### config.mk
export PLATFORM = sky130hd
export DESIGN_NAME = gb_chan_array
export DESIGN_NICKNAME = d
export VERILOG_FILES = /design/src/rtl/gb_chan_pkg.sv /design/src/rtl/gb_chan_slice.sv /design/src/rtl/gb_chan_array.sv
export SDC_FILE = /design/constraint.sdc
export NUM_CORES = 1
export LEC_CHECK = 0
export ABC_AREA = 1
export CAP_MARGIN = 20
export CORE_MARGIN = 3
export CORE_UTILIZATION = 35
export DETAILED_ROUTE_END_ITERATION = 12
export SYNTH_ARGS = -nofsm -noshare
export SYNTH_HDL_FRONTEND = slang
export SYNTH_SLANG_ARGS = --single-unit
### constraint.sdc
create_clock -name gb_clk -period 2.6 [get_ports gb_clk]
set_clock_uncertainty 0.1 [all_clocks]
set_input_delay 0.52 -clock gb_clk [delete_from_list [all_inputs] [get_ports gb_clk]]
set_output_delay 0.52 -clock gb_clk [all_outputs]
set_load 0.02 [all_outputs]
### src/rtl/gb_chan_pkg.sv
// Shared definitions for the ghostbus channel array: local register offsets,
// CTRL bit positions, register-select encoding and elaboration-time helpers.
package gb_chan_pkg;

    localparam int OFF_CTRL  = 0;
    localparam int OFF_COUNT = 1;
    localparam int OFF_ID    = 2;

    localparam int CTRL_EN  = 0;
    localparam int CTRL_CLR = 1;

    typedef enum logic [1:0] {
        SEL_CTRL,
        SEL_COUNT,
        SEL_ID,
        SEL_RAM
    } reg_sel_e;

    // The RAM window starts at the midpoint of the per-channel offset space.
    function automatic int gb_ram_base(input int ch_lsb);
        return 1 << (ch_lsb - 1);
    endfunction

    // Ceiling log2, never less than 1 so a single channel still gets a select bit.
    function automatic int gb_clog2(input int n);
        int r;
        r = 0;
        while ((1 << r) < n) r++;
        if (r < 1) r = 1;
        return r;
    endfunction

endpackage

### src/rtl/gb_chan_slice.sv
// One channel slice: CTRL register, event counter, ID, byte-wide scratch RAM and
// a registered read port that zeroes itself on other channels' reads (OR-mux friendly).
module gb_chan_slice
    import gb_chan_pkg::*;
#(
    parameter int DW     = 32,
    parameter int RAM_AW = 3,
    parameter int CNT_W  = 16,
    parameter int CH_IDX = 0
) (
    input  logic              clk_i,
    input  logic              rst_i,
    input  logic              wen_i,
    input  logic              rd_any_i,
    input  logic              rd_sel_i,
    input  reg_sel_e          kind_i,
    input  logic [RAM_AW-1:0] ram_idx_i,
    input  logic [7:0]        wdata_i,
    input  logic              tick_i,
    output logic              en_o,
    output logic [DW-1:0]     rdata_o
);

    logic             en_q, en_d;
    logic [CNT_W-1:0] cnt_q, cnt_d;
    logic [DW-1:0]    rdata_q, rdata_d;
    logic [DW-1:0]    rd_val;
    logic             ctrl_wr;
    logic             clr;
    logic [7:0]       ram_q [2**RAM_AW];

    always_comb begin
        ctrl_wr = wen_i && (kind_i == SEL_CTRL);
        clr     = ctrl_wr && wdata_i[CTRL_CLR];
        en_d    = ctrl_wr ? wdata_i[CTRL_EN] : en_q;
        // A clear beats a coincident tick; counting uses the enable held before the write.
        if (clr) begin
            cnt_d = '0;
        end else if (en_q && tick_i) begin
            cnt_d = cnt_q + CNT_W'(1);
        end else begin
            cnt_d = cnt_q;
        end
    end

    always_comb begin
        rd_val = '0;
        case (kind_i)
            SEL_CTRL:  rd_val = DW'(en_q);
            SEL_COUNT: rd_val = DW'(cnt_q);
            SEL_ID:    rd_val = DW'(CH_IDX);
            SEL_RAM:   rd_val = DW'(ram_q[ram_idx_i]);
            default:   rd_val = '0;
        endcase
        if (rd_any_i) begin
            rdata_d = rd_sel_i ? rd_val : '0;
        end else begin
            rdata_d = rdata_q;
        end
    end

    always_ff @(posedge clk_i) begin
        if (rst_i) begin
            en_q    <= 1'b0;
            cnt_q   <= '0;
            rdata_q <= '0;
        end else begin
            en_q    <= en_d;
            cnt_q   <= cnt_d;
            rdata_q <= rdata_d;
        end
    end

    always_ff @(posedge clk_i) begin
        if (wen_i && (kind_i == SEL_RAM)) begin
            ram_q[ram_idx_i] <= wdata_i;
        end
    end

    assign en_o    = en_q;
    assign rdata_o = rdata_q;

endmodule

### src/rtl/gb_chan_array.sv
// Ghostbus slave holding CHANNELS identical channel slices: address decode,
// per-channel strobe qualification, read OR-mux, read-latency pipeline and error pulse.
module gb_chan_array
    import gb_chan_pkg::*;
#(
    parameter int CHANNELS = 4,
    parameter int AW       = 24,
    parameter int DW       = 32,
    parameter int CH_LSB   = 8,
    parameter int RAM_AW   = 3,
    parameter int CNT_W    = 16,
    parameter int RD       = 2
) (
    input  logic                gb_clk,
    input  logic                gb_rst,
    input  logic [AW-1:0]       gb_addr,
    input  logic [DW-1:0]       gb_wdata,
    input  logic                gb_wen,
    input  logic                gb_rstb,
    output logic [DW-1:0]       gb_rdata,
    output logic                gb_rvalid,
    output logic                gb_err,
    input  logic [CHANNELS-1:0] ch_tick,
    output logic [CHANNELS-1:0] ch_en
);

    localparam int CHW      = gb_clog2(CHANNELS);
    localparam int RAM_BASE = gb_ram_base(CH_LSB);
    localparam logic [CH_LSB-1:0] RAM_TAG = CH_LSB'(RAM_BASE >> RAM_AW);

    logic [CHW-1:0]      ch;
    logic [CH_LSB-1:0]   off;
    logic [CHANNELS-1:0] ch_hit;
    reg_sel_e            kind;
    logic                off_ok, upper_ok, mapped;
    logic                vld1_q, err_q, err_d;
    logic [DW-1:0]       rd_or;
    logic [DW-1:0]       slice_rdata [CHANNELS];
    logic                wdata_unused;

    assign ch           = gb_addr[CH_LSB +: CHW];
    assign off          = gb_addr[CH_LSB-1:0];
    assign upper_ok     = (gb_addr >> (CH_LSB + CHW)) == '0;
    assign mapped       = upper_ok && off_ok && (|ch_hit);
    assign wdata_unused = ^gb_wdata[DW-1:8];

    always_comb begin
        kind   = SEL_CTRL;
        off_ok = 1'b1;
        if (off == CH_LSB'(OFF_CTRL)) begin
            kind = SEL_CTRL;
        end else if (off == CH_LSB'(OFF_COUNT)) begin
            kind = SEL_COUNT;
        end else if (off == CH_LSB'(OFF_ID)) begin
            kind = SEL_ID;
        end else if ((off >> RAM_AW) == RAM_TAG) begin
            kind = SEL_RAM;
        end else begin
            off_ok = 1'b0;
        end
    end

    for (genvar i = 0; i < CHANNELS; i++) begin : g_ch
        assign ch_hit[i] = (ch == CHW'(i));

        gb_chan_slice #(
            .DW     (DW),
            .RAM_AW (RAM_AW),
            .CNT_W  (CNT_W),
            .CH_IDX (i)
        ) u_slice (
            .clk_i     (gb_clk),
            .rst_i     (gb_rst),
            .wen_i     (gb_wen && mapped && ch_hit[i]),
            .rd_any_i  (gb_rstb),
            .rd_sel_i  (gb_rstb && mapped && ch_hit[i]),
            .kind_i    (kind),
            .ram_idx_i (off[RAM_AW-1:0]),
            .wdata_i   (gb_wdata[7:0]),
            .tick_i    (ch_tick[i]),
            .en_o      (ch_en[i]),
            .rdata_o   (slice_rdata[i])
        );
    end

    // Every slice drives zero unless it owns the latest read, so OR is a mux.
    always_comb begin
        rd_or = '0;
        for (int i = 0; i < CHANNELS; i++) begin
            rd_or = rd_or | slice_rdata[i];
        end
    end

    assign err_d = (gb_wen || gb_rstb) && !mapped;

    always_ff @(posedge gb_clk) begin
        if (gb_rst) begin
            vld1_q <= 1'b0;
            err_q  <= 1'b0;
        end else begin
            vld1_q <= gb_rstb;
            err_q  <= err_d;
        end
    end

    assign gb_err = err_q;

    if (RD == 1) begin : g_rd1
        assign gb_rdata  = rd_or;
        assign gb_rvalid = vld1_q;
    end else begin : g_rdn
        logic [DW-1:0] dat_q [RD-1];
        logic [RD-2:0] vld_q;

        // Inner stages shift freely; the last stage loads only on valid so gb_rdata holds.
        always_ff @(posedge gb_clk) begin
            if (gb_rst) begin
                vld_q <= '0;
                for (int i = 0; i < RD - 1; i++) dat_q[i] <= '0;
            end else begin
                vld_q <= (vld_q << 1) | (RD-1)'(vld1_q);
                for (int i = RD - 2; i > 0; i--) begin
                    if ((i < RD - 2) || vld_q[i-1]) dat_q[i] <= dat_q[i-1];
                end
                if ((RD - 2 > 0) || vld1_q) dat_q[0] <= rd_or;
            end
        end

        assign gb_rdata  = dat_q[RD-2];
        assign gb_rvalid = vld_q[RD-2];
    end

endmodule
==> metrics.md, run 1 <==
| Metric | Value |
|---|---|
| Ranking of synthesized cells by area | `edfxtp_1 48%, dfxtp_1 16%, nand2_1 8.6%` |
| Tot Pwr | `~14 mW` |
| # H-tree levels | `2` |
| Post-synthesis cell count | `~1.8k` |
| Worst-Skew Late Latency | `between 500 and 600 ps` |
| Most common cell in the netlist | `nand2_1` |
| Routed WL | `around 44 mm` |
| GR Layer Usage met1 | `22.4%` |
| Critical R2R Launch | `g_ch[0].u_slice.cnt_q[0]$_SDFFE_PP0P_` |
| Initial drt markers | `between 800 and 900` |
| Run status | `finished, final reports clean` |
| Final ANT Viol Nets | `0` |
| Register area share after synthesis | `between 60% and 70%` |
| Post-synth EDFFs | `272` |
| Fin. max-slew vios | `0` |
| Cell area after layout | `between 20000 and 25000 um^2` |
| Crit path kind | `reg2out` |
| Top delay family on crit path | `buffers and inverters` |
| Combinational power share | `under 10%` |
| Post-synth top area share | `a little under half` |
| Layout area overhead | `20.8%` |
| Post-detail-place hpwl | `~30 mm` |
| Clock tree root driver cell | `clkbuf_16` |
| CTS Hold Bufs | `0` |
| Clk sinks | `407` |
| GRT Util Overall | `approximately 17%` |
| Synthesis Warnings | `0` |
| Crit start category | `flip-flop` |
| Net switching power | `2.95 mW` |
| # resized after CTS | `0` |
| Synth unique cells | `33` |
| Layout Nets | `approximately 2.0k` |
| Clock transition at path regs | `roughly 60 ps` |
| I/O Pins | `roughly 100` |
| FF+latch count, synth | `around 410` |
| CP Data Arrival Time | `1680 ps` |
| Inserted Diodes | `0` |
| Share of layout cells above drive strength 1 | `about an eighth` |
| Number of max-cap violations | `0` |
| Slew margin rel. | `between 50 and 60%` |
| Post-layout minimum cycle time | `2300 ps` |
| Critical Path Fanout Max | `5` |
| Critical Path Sink Type | `primary output` |
| Min-Delay Path Class | `in2reg` |
| First-pass DRT Iterations | `5` |
| Crit path buffers/inverters | `1` |
| Port Buffers | `61` |
| Initial Utilization | `between 30% and 40%` |
| Fin. Hold Viols | `0` |
| Grt ovf | `0` |
| LEAKAGE | `roughly 8 nW` |
| Die height | `227 um` |
| GP Congestion | `roughly 0.84` |
| Post-Place Cell Area | `between 15000 and 20000 um^2` |
| Initial antenna violation count | `0` |
| First-pass GRT wire length | `between 60 and 70 mm` |
| Met3 usage | `3.16%` |
| Int Power | `10.7 mW` |
| Pin count of the biggest net entering global routing | `66` |
| CP cell instances | `clkdlybuf4s50_1` |
| Via/cell ratio | `approximately 4.8` |
| Synth Flop Type | `edfxtp_1` |
| Clk pwr share | `44.5%` |
| Num CTS Buffers | `43` |
| Die W | `227 um` |
| Core area | `just under 50000 um^2` |
| CP Launch Point | `g_ch[0].u_slice.en_o$_SDFFE_PP0P_` |
| Slowest CP cell | `clkdlybuf4s50_1` |
| Most instantiated cells after synthesis | `391 x nand2_1, 360 x nor2_1, 272 x edfxtp_1` |
| Flop pwr share | `approximately half` |
| WL/cell | `between 15 and 20 um` |
| DRC violations left | `0` |
| RSZ-0062 raised after global routing | `false` |
| FP Rows | `80` |
| Switching part of the total power | `a little over a fifth` |
| Setup violators final | `0` |
| Fmax achieved | `approximately 0.43 GHz` |
| Syn Area/Cell | `between 9 and 10 um^2` |
| Die ar. | `51700 um^2` |
| M2 GR Usage | `28.7%` |
| CTS tree | `done` |
| Hold wc startpoint | `gb_rst` |
| Synth area leader | `edfxtp_1` |
| Post-synth ARST share | `0%` |
| Post-CTS setup buffer count | `0` |
| Req. time, crit path | `around 2000 ps` |
| Peak supply drop | `between 400 and 500 uV` |
| Netlist Area Pre-Place | `~17000 um^2` |
| Routed via count | `about 12k` |
| Clk buf depth | `3` |
| Final Cycle Share | `around 90%` |
| Slew @ Worst Pin | `between 700 and 800 ps` |
| Cell Pwr Density | `659 nW/um^2` |
| Delay of the slowest cell on the worst path | `670 ps` |
| Number of global-route vias before repair | `roughly 12k` |
| GR peak layer | `met2` |
==> final timing paths <==
| check | to | slack, ps | cells past startpoint |
|---|---|---|---|
| max | ch_en[0] | 300 | 1 |
| min reg2reg | gb_rvalid$_SDFF_PP0_ | 350 | 2 |
| min | gb_rvalid$_SDFF_PP0_ | 50 | 2 |
| max reg2reg | g_ch[0].u_slice.cnt_q[14]$_SDFFE_PP0P_ | 640 | 12 |
==> state kept, by name (all words and copies together), names as in the netlist <==
| register | count |
|---|---|
| g_ch.u_slice.rdata_o | 64 |
| g_ch.u_slice.en_o | 4 |
| gb_err | 1 |
| g_rdn.dat_q | 16 |
| gb_rvalid | 1 |
| g_ch.u_slice.ram_q | 256 |
| g_ch.u_slice.cnt_q | 64 |
| vld1_q | 1 |
==> logic make-up (layout without fill, tap and decap cells) <==
kind of cell | count (synthesis) | count (layout) | synth area share [%]
AO/OA/AOI/OAI | 175 | 175 | 5.24
XOR/XNOR | 55 | 55 | 2.81
adder cells (fa/ha/maj) | 4 | 4 | 0.292
buffers and inverters | 218 | 410 | 5.81
flip-flops | 407 | 407 | 63.4
multiplexers | 3 | 3 | 0.175
other | 1 | 16 | 0.0219
AND/OR/NAND/NOR | 921 | 921 | 22.3
==> stage by stage <==
stage | setup slack, ps | hold WS [ps] | TNS (ps) | util (%) | cells
global placement | -164 | 331 | -35780 | 40.2 | 2528
CTS | 249 | 9.14 | 0 | 43.1 | 2606
floorplan | 187 | 321 | 0 | - | 1799
detailed placement | -216 | 345 | -45890 | 40.2 | 2528
finish | 296 | 52.2 | 0 | 43.1 | 2606
global route | 223 | 32.7 | 0 | 43.1 | 2606
==> layout by cell type (no fill, tap or decap), types with 4 or more instances in the layout <==
cell / count
nor2_4: 4
dfxtp_1: 135
conb_1: 16
nand2_1: 391
o21ai_0: 96
nor3_1: 20
nand4_1: 21
nand3_2: 8
nor4_1: 16
buf_4: 132
clkinv_2: 6
o22ai_1: 11
clkbuf_1: 12
xnor2_1: 13
nand3_1: 82
buf_12: 13
a21oi_1: 65
or2_2: 10
inv_1: 121
clkdlybuf4s50_1: 59
nand2_2: 6
nor2_1: 360
edfxtp_1: 272
ha_1: 4
clkbuf_8: 8
xor2_1: 42
clkbuf_16: 44
==> layout make-up <==
type | count | area (um^2)
clock buffers | 65 | 1260
clock inverters | 13 | 150
fillers | 4558 | 27300
inverters | 126 | 473
multi-input cells | 1174 | 5340
flip-flops and latches | 407 | 10900
well taps | 615 | 769
repair buffers | 206 | 1850
==> layer usage <==
layer,up-vias,wire length (um)
li1,6185,-
met1,5940,19400
met2,302,20800
met3,51,2460
met4,0,946
met5,-,0
==> power by group through the flow <==
stage / registers, mW / logic (mW) / clock network, mW
after floorplan: 7.06 / 0.313 / 0
after global placement: 7.04 / 0.667 / 0
after detailed placement: 7.05 / 0.671 / 0
after CTS: 6.91 / 0.674 / 6.22
after global routing: 6.90 / 0.733 / 6.48
final: 6.91 / 0.672 / 6.07
Note: power is estimated with default switching activity, not from simulation.
==> inputs of run 2 (changes only) <==
Settings changed: REMOVE_ABC_BUFFERS set to 1, SLEW_MARGIN set to 40.
==> run 2 against run 1 <==
Global-route usage shrank 0.79 points. Clock-buffer cell count is 5 lower. Register-to-register slack got worse by 80 ps. Highest routed layer unchanged. Non-clock buffer count shrank 1. Critical path type unchanged. Via count down 0.42%. Clock power decreased by 6.4%. Cell count is essentially flat. Combinational power is 2% lower.
==> metrics.md, run 2 (same netlist as run 1, synthesis figures left out) <==
| Metric | Value |
|---|---|
| Layout Nets | `2024 (-0.099%)` |
| WL/cell | `16.2 um (-3.0%)` |
| Share of layout cells above drive strength 1 | `12.1% (-0.34 points)` |
| Final Cycle Share | `91.3% (+2.7 points)` |
| Layout area overhead | `19.9%` |
| Number of global-route vias before repair | `11.9k (-3.3%)` |
| LEAKAGE | `7.70 nW (-1.0%)` |
| FP Rows | `80 (unchanged)` |
| # resized after CTS | `0 (unchanged)` |
| CP Data Arrival Time | `1750 ps (+70 ps)` |
| Crit start category | `flip-flop` |
| Most flop-heavy register | `g_ch.u_slice.ram_q` |
| Fin. Hold Viols | `0 (unchanged)` |
| Routed WL | `42.2 mm (-3.0%)` |
| Run status | `finished, final reports clean` |
| Slew @ Worst Pin | `721 ps (+3.55 ps)` |
| Req. time, crit path | `1980 ps (about the same)` |
| Fmax achieved | `0.421 GHz (-3.0%)` |
| RSZ-0062 raised after global routing | `false` |
| Critical Path Sink Type | `primary output` |
| Post-detail-place hpwl | `29.0 mm (-4.5%)` |
| Grt ovf | `0 (unchanged)` |
| Max FFs per register | `256 (unchanged)` |
| Number of max-cap violations | `0 (unchanged)` |
| Placement Setup Slack | `-176 ps (+40.2 ps)` |
| Most common cell after layout, fill and taps aside | `nand2_1` |
| Top delay family on crit path | `buffers and inverters` |
| Initial drt markers | `963 (+9.9%)` |
| Worst-Skew Late Latency | `550 ps (-30 ps)` |
| Post-CTS setup buffer count | `0 (unchanged)` |
| First-pass DRT Iterations | `7 (+2)` |
| Cell Pwr Density | `644 nW/um^2 (-2.3%)` |
| Clock transition at path regs | `60 ps (about the same)` |
| Clk buf depth | `3 (unchanged)` |
| Clock tree root driver cell | `clkbuf_16` |
| Initial Utilization | `35.7% (unchanged)` |
| Crit path kind | `reg2out` |
| Cell area after layout | `20600 um^2 (-0.70%)` |
| CP cell instances | `clkdlybuf4s50_1` |
| Clk sinks | `407 (unchanged)` |
| GP Congestion | `0.834 (-0.14%)` |
| CP Launch Point | `g_ch[1].u_slice.en_o$_SDFFE_PP0P_` |
| Die W | `227 um (unchanged)` |
| I/O Pins | `102 (unchanged)` |
| Hold wc startpoint | `gb_rst` |
| Most frequent cells in the layout | `391 x nand2_1, 360 x nor2_1, 272 x edfxtp_1` |
| Critical Path Fanout Max | `4 (-1)` |
| Setup violators final | `0 (unchanged)` |
| Critical R2R Launch | `g_ch[1].u_slice.en_o$_SDFFE_PP0P_` |
| Final ANT Viol Nets | `0 (unchanged)` |
| Fin. max-slew vios | `0 (unchanged)` |
| Peak supply drop | `530 uV (+22%)` |
| Pin count of the biggest net entering global routing | `66 (unchanged)` |
| Port Buffers | `61 (unchanged)` |
| GRT Util Overall | `16.2% (-0.79 points)` |
| CTS Hold Bufs | `0 (unchanged)` |
| Min-Delay Path Class | `in2reg` |
| Slew margin rel. | `51.9% (+0.20 points)` |
| Tot Pwr | `13.2 mW (-3.0%)` |
| # H-tree levels | `2 (unchanged)` |
| Delay of the slowest cell on the worst path | `680 ps (about the same)` |
| Inserted Diodes | `0 (unchanged)` |
| R2R Setup Slk | `560 ps (-80 ps)` |
| Die height | `227 um (unchanged)` |
| Post-layout minimum cycle time | `2370 ps (+70.5 ps)` |
| Num CTS Buffers | `42 (-2.3%)` |
| Fin worst setup slack | `226 ps (-70.5 ps)` |
| Routed via count | `12.4k (-0.42%)` |
| Post-Place Cell Area | `19300 um^2 (-0.19%)` |
| Final Util | `42.8% (-0.30 points)` |
| Initial antenna violation count | `0 (unchanged)` |
| Core area | `48000 um^2 (unchanged)` |
| CTS tree | `done` |
| Die ar. | `51700 um^2 (unchanged)` |
| Setup TNS Final | `0 ps (unchanged)` |
| DRC violations left | `0 (unchanged)` |
| Via/cell ratio | `4.77 (-0.35%)` |
| First-pass GRT wire length | `65.3 mm (-3.5%)` |
| Slowest CP cell | `clkdlybuf4s50_1` |
| Crit path buffers/inverters | `1 (unchanged)` |
==> run 2: changes by cell type in the layout (fill, tap and decap cells not counted), sizes merged <==
cell / before / now
bufinv: 2 / 0
clkbuf: 65 / 60
clkdlybuf4s50: 59 / 58
clkinv: 9 / 18
clkinvlp: 1 / 0
inv: 127 / 125
==> run 2: path summary, 6_finish.rpt <==
kind	cells after the start	to
min reg2reg	2	gb_rvalid$_SDFF_PP0_
max	1	ch_en[1]
max reg2reg	9	g_ch[1].u_slice.cnt_q[13]$_SDFFE_PP0P_
min	2	gb_rvalid$_SDFF_PP0_
==> run 2: power breakdown <==
part | switching [mW] | internal, mW
logic | 0.440 | 0.216
registers | 0.00347 | 6.90
clock network | 2.45 | 3.23
total | 2.89 | 10.3
==> run 2: stage by stage <==
| step | hold WS, ps | instances |
|---|---|---|
| after floorplan | 321 | 1707 |
| after global placement | 334 | 2527 |
| after detailed placement | 339 | 2527 |
| after CTS | 59.5 | 2604 |
| after global routing | 76.1 | 2604 |
| final | 88.3 | 2604 |
==> run 2: area by class of cell <==
class                   count  area, um^2
clock buffers              60        1200
clock inverters            17         103
fillers                  4639       27500
inverters                 126         473
multi-input cells        1174        5340
flip-flops and latches    407       10900
well taps                 615         769
repair buffers            205        1810
==> run 2: layer usage <==
metal  part of all wire, %  vias to the layer above  GRT usage (%)
li1                      -                     6191              -
met2                    46                      264           26.3
met4                   2.5                        0           4.43
met5                     0                        -              0
met1                    47                     5898           22.7
met3                   4.5                       72           2.66
==> inputs of run 3 (changes only) <==
Settings changed: CTS_BUF_LIST set to sky130_fd_sc_hd__clkbuf_4, SLEW_MARGIN 40 to 5.
==> run 3 against run 2 <==
Largest cell class unchanged. Power down 4.7%. Die area unchanged. Critical path type unchanged. Sequential power about the same. Core utilization down 0.15 points. Cell area down 0.35%. Global-route usage up 0.44 points. Setup slack worse by 75 ps. Largest power group unchanged. Non-clock buffer count up 1. Sequential share of layout area up 0.19 points. Via count up 3.2%. Hold slack better by 260 ps. First-iteration DRC count down 4.5%.
==> metrics.md, run 3 (same netlist as run 1, synthesis figures left out) <==
| Metric | Value |
|---|---|
| GRT Util Overall | `16.7% (+0.44 points)` |
| # H-tree levels | `3 (+1)` |
| Critical Path Fanout Max | `4 (unchanged)` |
| Post-layout minimum cycle time | `2450 ps (+74.6 ps)` |
| First-pass DRT Iterations | `6 (-1)` |
| Grt ovf | `0 (unchanged)` |
| Fin. max-slew vios | `0 (unchanged)` |
| Slowest CP cell | `clkdlybuf4s50_1` |
| Die ar. | `51700 um^2 (unchanged)` |
| Final ANT Viol Nets | `0 (unchanged)` |
| Most frequent cells in the layout | `391 x nand2_1, 360 x nor2_1, 272 x edfxtp_1` |
| Clk sinks | `407 (unchanged)` |
| Critical Path Sink Type | `primary output` |
| Post-Place Cell Area | `19300 um^2 (unchanged)` |
| Register-to-Register Path Depth | `12 (+3)` |
| Layout area overhead | `19.5%` |
| Most flop-heavy register | `g_ch.u_slice.ram_q` |
| Die W | `227 um (unchanged)` |
| Routed WL | `42.9 mm (+1.6%)` |
| Req. time, crit path | `1980 ps (about the same)` |
| Setup violators final | `0 (unchanged)` |
| WL/cell | `15.9 um (-2.1%)` |
| Cell area after layout | `20500 um^2 (-0.35%)` |
| Hold wc startpoint | `vld1_q$_SDFF_PP0_` |
| Port Buffers | `61 (unchanged)` |
| Levels on crit path | `1 (unchanged)` |
| Top delay family on crit path | `buffers and inverters` |
| Run status | `finished, final reports clean` |
| Number of max-cap violations | `0 (unchanged)` |
| Slew @ Worst Pin | `708 ps (-13.2 ps)` |
| Crit start category | `flip-flop` |
| Core area | `48000 um^2 (unchanged)` |
| Fmax achieved | `0.408 GHz (-3.0%)` |
| Post-detail-place hpwl | `29.0 mm (unchanged)` |
| CP Data Arrival Time | `1830 ps (+80 ps)` |
| RSZ-0062 raised after global routing | `false` |
| Most common cell after layout, fill and taps aside | `nand2_1` |
| CP cell instances | `clkdlybuf4s50_1` |
| Die height | `227 um (unchanged)` |
| Final Util | `42.7% (-0.15 points)` |
| Crit path kind | `reg2out` |
| First-pass GRT wire length | `66.6 mm (+2.1%)` |
| GP Congestion | `0.834 (unchanged)` |
| Min-Delay Path Class | `reg2reg` |
| Clk buf depth | `3 (unchanged)` |
| Crit path buffers/inverters | `1 (unchanged)` |
| Delay of the slowest cell on the worst path | `640 ps (-40 ps)` |
| Routed via count | `12.8k (+3.2%)` |
| FP Rows | `80 (unchanged)` |
| Initial antenna violation count | `2 (+2)` |
| Number of global-route vias before repair | `12.5k (+5.0%)` |
| Via/cell ratio | `4.74 (-0.65%)` |
| Clock tree root driver cell | `clkbuf_4` |
| Final Cycle Share | `94.2% (+2.9 points)` |
| Num CTS Buffers | `101 (+140%)` |
| Critical R2R Launch | `g_ch[0].u_slice.cnt_q[0]$_SDFFE_PP0P_` |
| Max FFs per register | `256 (unchanged)` |
| CP Launch Point | `g_ch[1].u_slice.en_o$_SDFFE_PP0P_` |
| Fillers | `4732 (+2.0%)` |
| Clock transition at path regs | `70 ps (about the same)` |
| CTS tree | `done` |
| Initial drt markers | `920 (-4.5%)` |
| Layout Nets | `2084 (+3.0%)` |
| Hold depth | `2 (unchanged)` |
| DRC violations left | `0 (unchanged)` |
| Worst-Skew Late Latency | `800 ps (+250 ps)` |
| Pin count of the biggest net entering global routing | `66 (unchanged)` |
| Share of layout cells above drive strength 1 | `16.2% (+4.1 points)` |
| Post-CTS setup buffer count | `0 (unchanged)` |
| Cell Pwr Density | `616 nW/um^2 (-4.3%)` |
| Initial Utilization | `35.7% (unchanged)` |
| Fin. Hold Viols | `0 (unchanged)` |
| Setup TNS Final | `0 ps (unchanged)` |
| Peak supply drop | `401 uV (-24%)` |
| LEAKAGE | `7.79 nW (+1.3%)` |
| I/O Pins | `102 (unchanged)` |
| Slew margin rel. | `52.8% (+0.88 points)` |
[run 3: changes by cell type in the layout (fill, tap and decap cells not counted), sizes merged]
cell	delta
clkinvlp	+1
clkbuf	+86
dlygate4sd2	+1
clkinv	+8
dlygate4sd3	+1
clkdlybuf4s50	-1
inv	+1
diode	+3
[run 3: report_power, final]
part	internal [mW]	switching (mW)	total (mW)	leakage [nW]
logic	0.217	0.440	0.658	3.50
registers	6.90	0.00344	6.90	3.56
clock network	2.57	2.49	5.06	0.730
[run 3: metrics by stage]
stage,total power [mW],cells,setup slack (ps),hold slack [ps]
after floorplan,7.29,1707,-920,321
after global placement,7.70,2527,-209,334
after detailed placement,7.70,2527,-176,339
after CTS,12.8,2701,72.9,331
after global routing,13.2,2704,63.1,344
final,12.6,2704,151,345
[run 3: cell type report]
cell class,count,area [um^2],share of cell area (%)
antenna,3,7.51,0.0366
multi-input combinational,1174,5340,26.1
timing repair buffer,206,1820,8.89
clock buffer,146,1100,5.35
tap,615,769,3.75
sequential,407,10900,53.0
inverter,126,473,2.31
clock inverter,27,119,0.580
[run 3: worst paths after layout]
kind                                             to  slack, ps
min                            gb_rvalid$_SDFF_PP0_        350
min reg2reg                    gb_rvalid$_SDFF_PP0_        350
max reg2reg  g_ch[0].u_slice.cnt_q[14]$_SDFFE_PP0P_        710
max                                        ch_en[1]        150
[run 3: what timing repair did]
item / CTS / global route
endpoints found under the setup margin: 2 / 0
gates resized for setup: 2 / 0
hold endpoints to repair: 1 / 0
hold buffers: 1 / 0
[run 3: metal layers]
layer	vias to the layer above	GRT usage, %	routed length, um
li1	6373	-	-
met1	6034	22.2	19300
met2	332	26.9	20100
met3	79	3.88	2490
met4	0	5.73	1040
met5	-	0	0
==> RTL edit 1, RTL diff (settings of run 2) <==
Put a register stage on the output `gb_rdata`, with the module's reset. The value now appears one clock later. The other outputs are not delayed to match.
--- a/src/rtl/gb_chan_array.sv
+++ b/src/rtl/gb_chan_array.sv
@@ -28,4 +28,6 @@
     localparam int RAM_BASE = gb_ram_base(CH_LSB);
     localparam logic [CH_LSB-1:0] RAM_TAG = CH_LSB'(RAM_BASE >> RAM_AW);
+
+    logic [DW-1:0] gb_rdata_d;
 
     logic [CHW-1:0]      ch;
@@ -107,5 +109,5 @@
 
     if (RD == 1) begin : g_rd1
-        assign gb_rdata  = rd_or;
+        assign gb_rdata_d = rd_or;
         assign gb_rvalid = vld1_q;
     end else begin : g_rdn
@@ -127,7 +129,15 @@
         end
 
-        assign gb_rdata  = dat_q[RD-2];
+        assign gb_rdata_d = dat_q[RD-2];
         assign gb_rvalid = vld_q[RD-2];
     end
 
+    always_ff @(posedge gb_clk) begin
+        if (gb_rst) begin
+            gb_rdata <= '0;
+        end else begin
+            gb_rdata <= gb_rdata_d;
+        end
+    end
+
 endmodule
Function: changed (Yosys sat finds a counterexample within 4 cycles, from zero or initial values and one cycle with gb_rst high).
==> RTL edit 1 against run 2 <==
- die area rose by 2.8%
- worst hold slack worse by 0.051 ns
- total power increased by 5.4%
- worst setup slack better by 0.058 ns
- global-route usage shrank 0.12 points
- sequential cell count up 16
- sequential share of layout area is 0.47 points lower
- wire length increased by 1.9%
- register-to-register slack better by 0.24 ns
- synthesized cell count grew 3.0%
- final area up 3.9%
- critical path depth increased by 1
- combinational power grew 2%
- synthesized area rose by 2.9%
- critical endpoint unchanged
==> RTL edit 1: results (changes against run 2) <==
Ys Warns 0 (unchanged); comb_multi_in 1177 (+0.26%); placed cells 2628 (+4.0%); vias in the first global route 12332 (+3.7%); met1 wire length 19100 µm (-3.1%); multi-input logic portion of the cell area 25.2% (-0.74 points); clkbuf count 63 (+5.0%); P_leak 8.04 nW (+4.5%); met2 usage 27.3% (+1.0 points); time the worst path needs with I/O delays and setup 2.32 ns (-0.0578 ns); met1 Usage GRT 21.1% (-1.5 points); Hold WS 0.0378 ns (-0.0505 ns); max reg flops 256 (unchanged); FF+latch count, synth 423 (+3.9%); placer congestion estimate 0.835 (about the same); ClkCell Share 6.67% (+0.34 points); reg-to-reg endpoint g_ch[3].u_slice.cnt_q[13]; n_diodes 1 (+1); Post-Layout Cell Count 2714 (+4.2%); Non-clock buffering overhead 9.05% (+0.23 points); Post-synth top cells nand2_1, nor2_1, edfxtp_1; metal3 WL 2380 µm (+25%); gr usage total 16.1% (-0.12 points); Clk Latency, worst-skew pair 0.60 ns (+0.05 ns); initial antenna violation count 3 (+3); WL per Instance 15.8 µm (-2.3%); dpl cell area 19900 µm² (+3.4%); peak fanout along the critical path 3 (-1); dpl hpwl 29900 µm (+2.8%); final core occ 43.3% (+0.48 points); inverter count 158 (+25%); first-pass GRT wire length 66900 µm (+2.5%); r2r setup slk 0.80 ns (+0.24 ns); Worst Reg-to-Reg Cells 8 (-1); Fillers 4723 (+1.8%); Syn Inst Count 1837 (+3.0%); pre-CTS WS -0.218 ns (-0.0426 ns); # rows 81 (+1.3%); CTS buffer count 45 (+7.1%); Peak supply drop 0.574 mV (+8.2%); first drt pass iteration count 9 (+2); number of non-clock buffers in the layout 207 (+0.98%); worst-margin pin slew 0.696 ns (-0.0257 ns); register share of the cell area 52.4% (-0.47 points); nets 2080 (+2.8%); hold depth 2 (unchanged); Max clock buf depth 3 (unchanged); share of cells above drive strength 1 12.6% (+0.47 points); WP data arrival 1.70 ns (-0.05 ns); global routing met3 resource utilization 3.08% (+0.43 points); status finished, final reports clean; Vias 12666 (+1.9%); synth top area cells edfxtp_1, dfxtp_1, nand2_1, nor2_1, inv_1; met2 wire length 20500 µm (+5.0%); initial DRC count 1090 (+13%); largest net degree at the start of global routing 82 (+24%); register area share after synthesis 63.4% (about the same); Cell variety after synth 34 (+3.0%)
RTL edit 1: cell types whose count changed after synthesis, moves of 5 or more:
cell	delta
nor2_1	-5
nand3_1	+9
or2_2	+9
dfxtp_1	+16
clkbuf_1	+8
nand2_1	-10
inv_1	+29
buf_1	-6
nor3_1	-8
RTL edit 1: power by group:
group | switching [mW] | internal, mW | leakage [nW] | total (mW)
Combinational | 0.433 | 0.234 | 3.65 | 0.667
Clock | 2.63 | 3.50 | 0.695 | 6.13
Sequential | 0.00477 | 7.16 | 3.69 | 7.16
RTL edit 1: kinds of logic (layout without fill, tap and decap cells):
logic type	after synthesis	count (layout)	share of synthesized area [%]
adders and majority gates	4	4	0.284
buffers and inverters	252	449	6.36
other	1	17	0.0212
xor gates and xnor gates	56	56	2.78
DFF	423	423	63.4
and+or+nand+nor	924	924	22.0
AOI/OAI and AO/OA	177	177	5.18
RTL edit 1: worst max-delay path: stages (launching register included):
cell,delay [ns]
dfxtp_1,0.36
buf_4,0.15
clkdlybuf4s50_1,0.60
==> RTL edit 2, RTL diff (settings of run 2) <==
Without the edit above. `CNT_W` is set to 16 in 2 places; all go to 20.
--- a/src/rtl/gb_chan_slice.sv
+++ b/src/rtl/gb_chan_slice.sv
@@ -6,5 +6,5 @@
     parameter int DW     = 32,
     parameter int RAM_AW = 3,
-    parameter int CNT_W  = 16,
+    parameter int CNT_W  = 20,
     parameter int CH_IDX = 0
 ) (
--- a/src/rtl/gb_chan_array.sv
+++ b/src/rtl/gb_chan_array.sv
@@ -9,5 +9,5 @@
     parameter int CH_LSB   = 8,
     parameter int RAM_AW   = 3,
-    parameter int CNT_W    = 16,
+    parameter int CNT_W    = 20,
     parameter int RD       = 2
 ) (
Check against the original RTL: no difference found for any inputs over 4 cycles, from zero or initial values and one cycle with gb_rst high; that may be too few to reach the edited logic, so the function may still have changed.
==> RTL edit 2 against run 2 <==
- synthesized area rose by 11%
- wire length grew 15%
- non-clock buffer count stayed put
- sequential share of layout area decreased by 1.5 points
- global-route usage rose by 0.81 points
- total power is 10% higher
- sequential cell count is 36 higher
- critical endpoint is now ch_en[0]
- worst setup slack improved by 0.030 ns
- fmax is 1.3% higher
- critical path type unchanged
- final area increased by 10%
- critical path depth unchanged
==> RTL edit 2: results (changes against run 2) <==
metal3 WL 2500 µm (+32%); initial DRC count 1233 (+28%); Post-synth top cells nand2_1, nor2_1, edfxtp_1; Hold WS 0.0486 ns (-0.0397 ns); first-pass GRT wire length 75700 µm (+16%); placer congestion estimate 0.842 (+0.85%); placed cells 2822 (+12%); first drt pass iteration count 5 (-2); met2 usage 28.4% (+2.1 points); gr usage total 17.0% (+0.81 points); Int Power 11.4 mW (+10%); met1 wire length 22000 µm (+12%); reg-to-reg endpoint g_ch[1].u_slice.cnt_q[14]; Avg Inst Size Synth 9.40 µm² (-2.3%); clock network fraction of design power 43.9% (+1.0 points); worst setup path endpoint ch_en[0]; P_leak 8.33 nW (+8.3%); Total Wirelength 48700 µm (+15%); Vias 14053 (+13%); Cell variety after synth 37 (+12%); met2 wire length 23200 µm (+19%); EDFF count, synth 276 (+1.5%); Clk Latency, worst-skew pair 0.58 ns (+0.03 ns); Fillers 5124 (+10%); Pwr Total 14.6 mW (+10%); dpl cell area 21200 µm² (+10%); share of cells above drive strength 1 12.3% (+0.15 points); Worst Reg-to-Reg Cells 10 (+1); nets 2249 (+11%); met1 Usage GRT 23.0% (+0.39 points); time the worst path needs with I/O delays and setup 2.34 ns (-0.0295 ns); CTS buffer count 45 (+7.1%); Critical R2R Launch g_ch[1].u_slice.cnt_q[0]; worst-margin pin slew 0.800 ns (+0.0787 ns); status finished, final reports clean; synth top area cells edfxtp_1, dfxtp_1, nand2_1, nor2_1, inv_1; largest net degree at the start of global routing 80 (+21%); Via density 4.84 (+1.4%); IO buf count 65 (+6.6%); dpl hpwl 33500 µm (+15%); global routing met3 resource utilization 2.60% (-0.061 points)
-- RTL edit 2: cell types whose count changed after synthesis, moves of 13 or more --
cell     before  now
xnor2_1      13   28
nand2_1     391  452
a21oi_2       2   15
nand3_1      82   95
inv_1       123  151
dfxtp_1     135  167
nor2_1      360  386
-- RTL edit 2: area by class of cell --
class	count	area [µm²]	share of cell area, %
Sequential cell	443	11600	51.3
Multi-Input combinational cell	1329	6200	27.4
Timing Repair Buffer	205	1910	8.44
Clock buffer	61	1290	5.69
Tap cell	688	861	3.80
Inverter	157	591	2.61
Clock inverter	22	175	0.773
-- RTL edit 2: kinds of logic after synthesis --
kind of cell    Yosys count  synth area share [%]
buf+inv                 258                  6.24
compound gates          192                  5.43
xor+xnor                 66                  3.05
flops                   443                  61.3
fa+ha+maj                 4                 0.264
mux                       3                 0.158
other cells               1                0.0198
simple gates           1052                  23.5
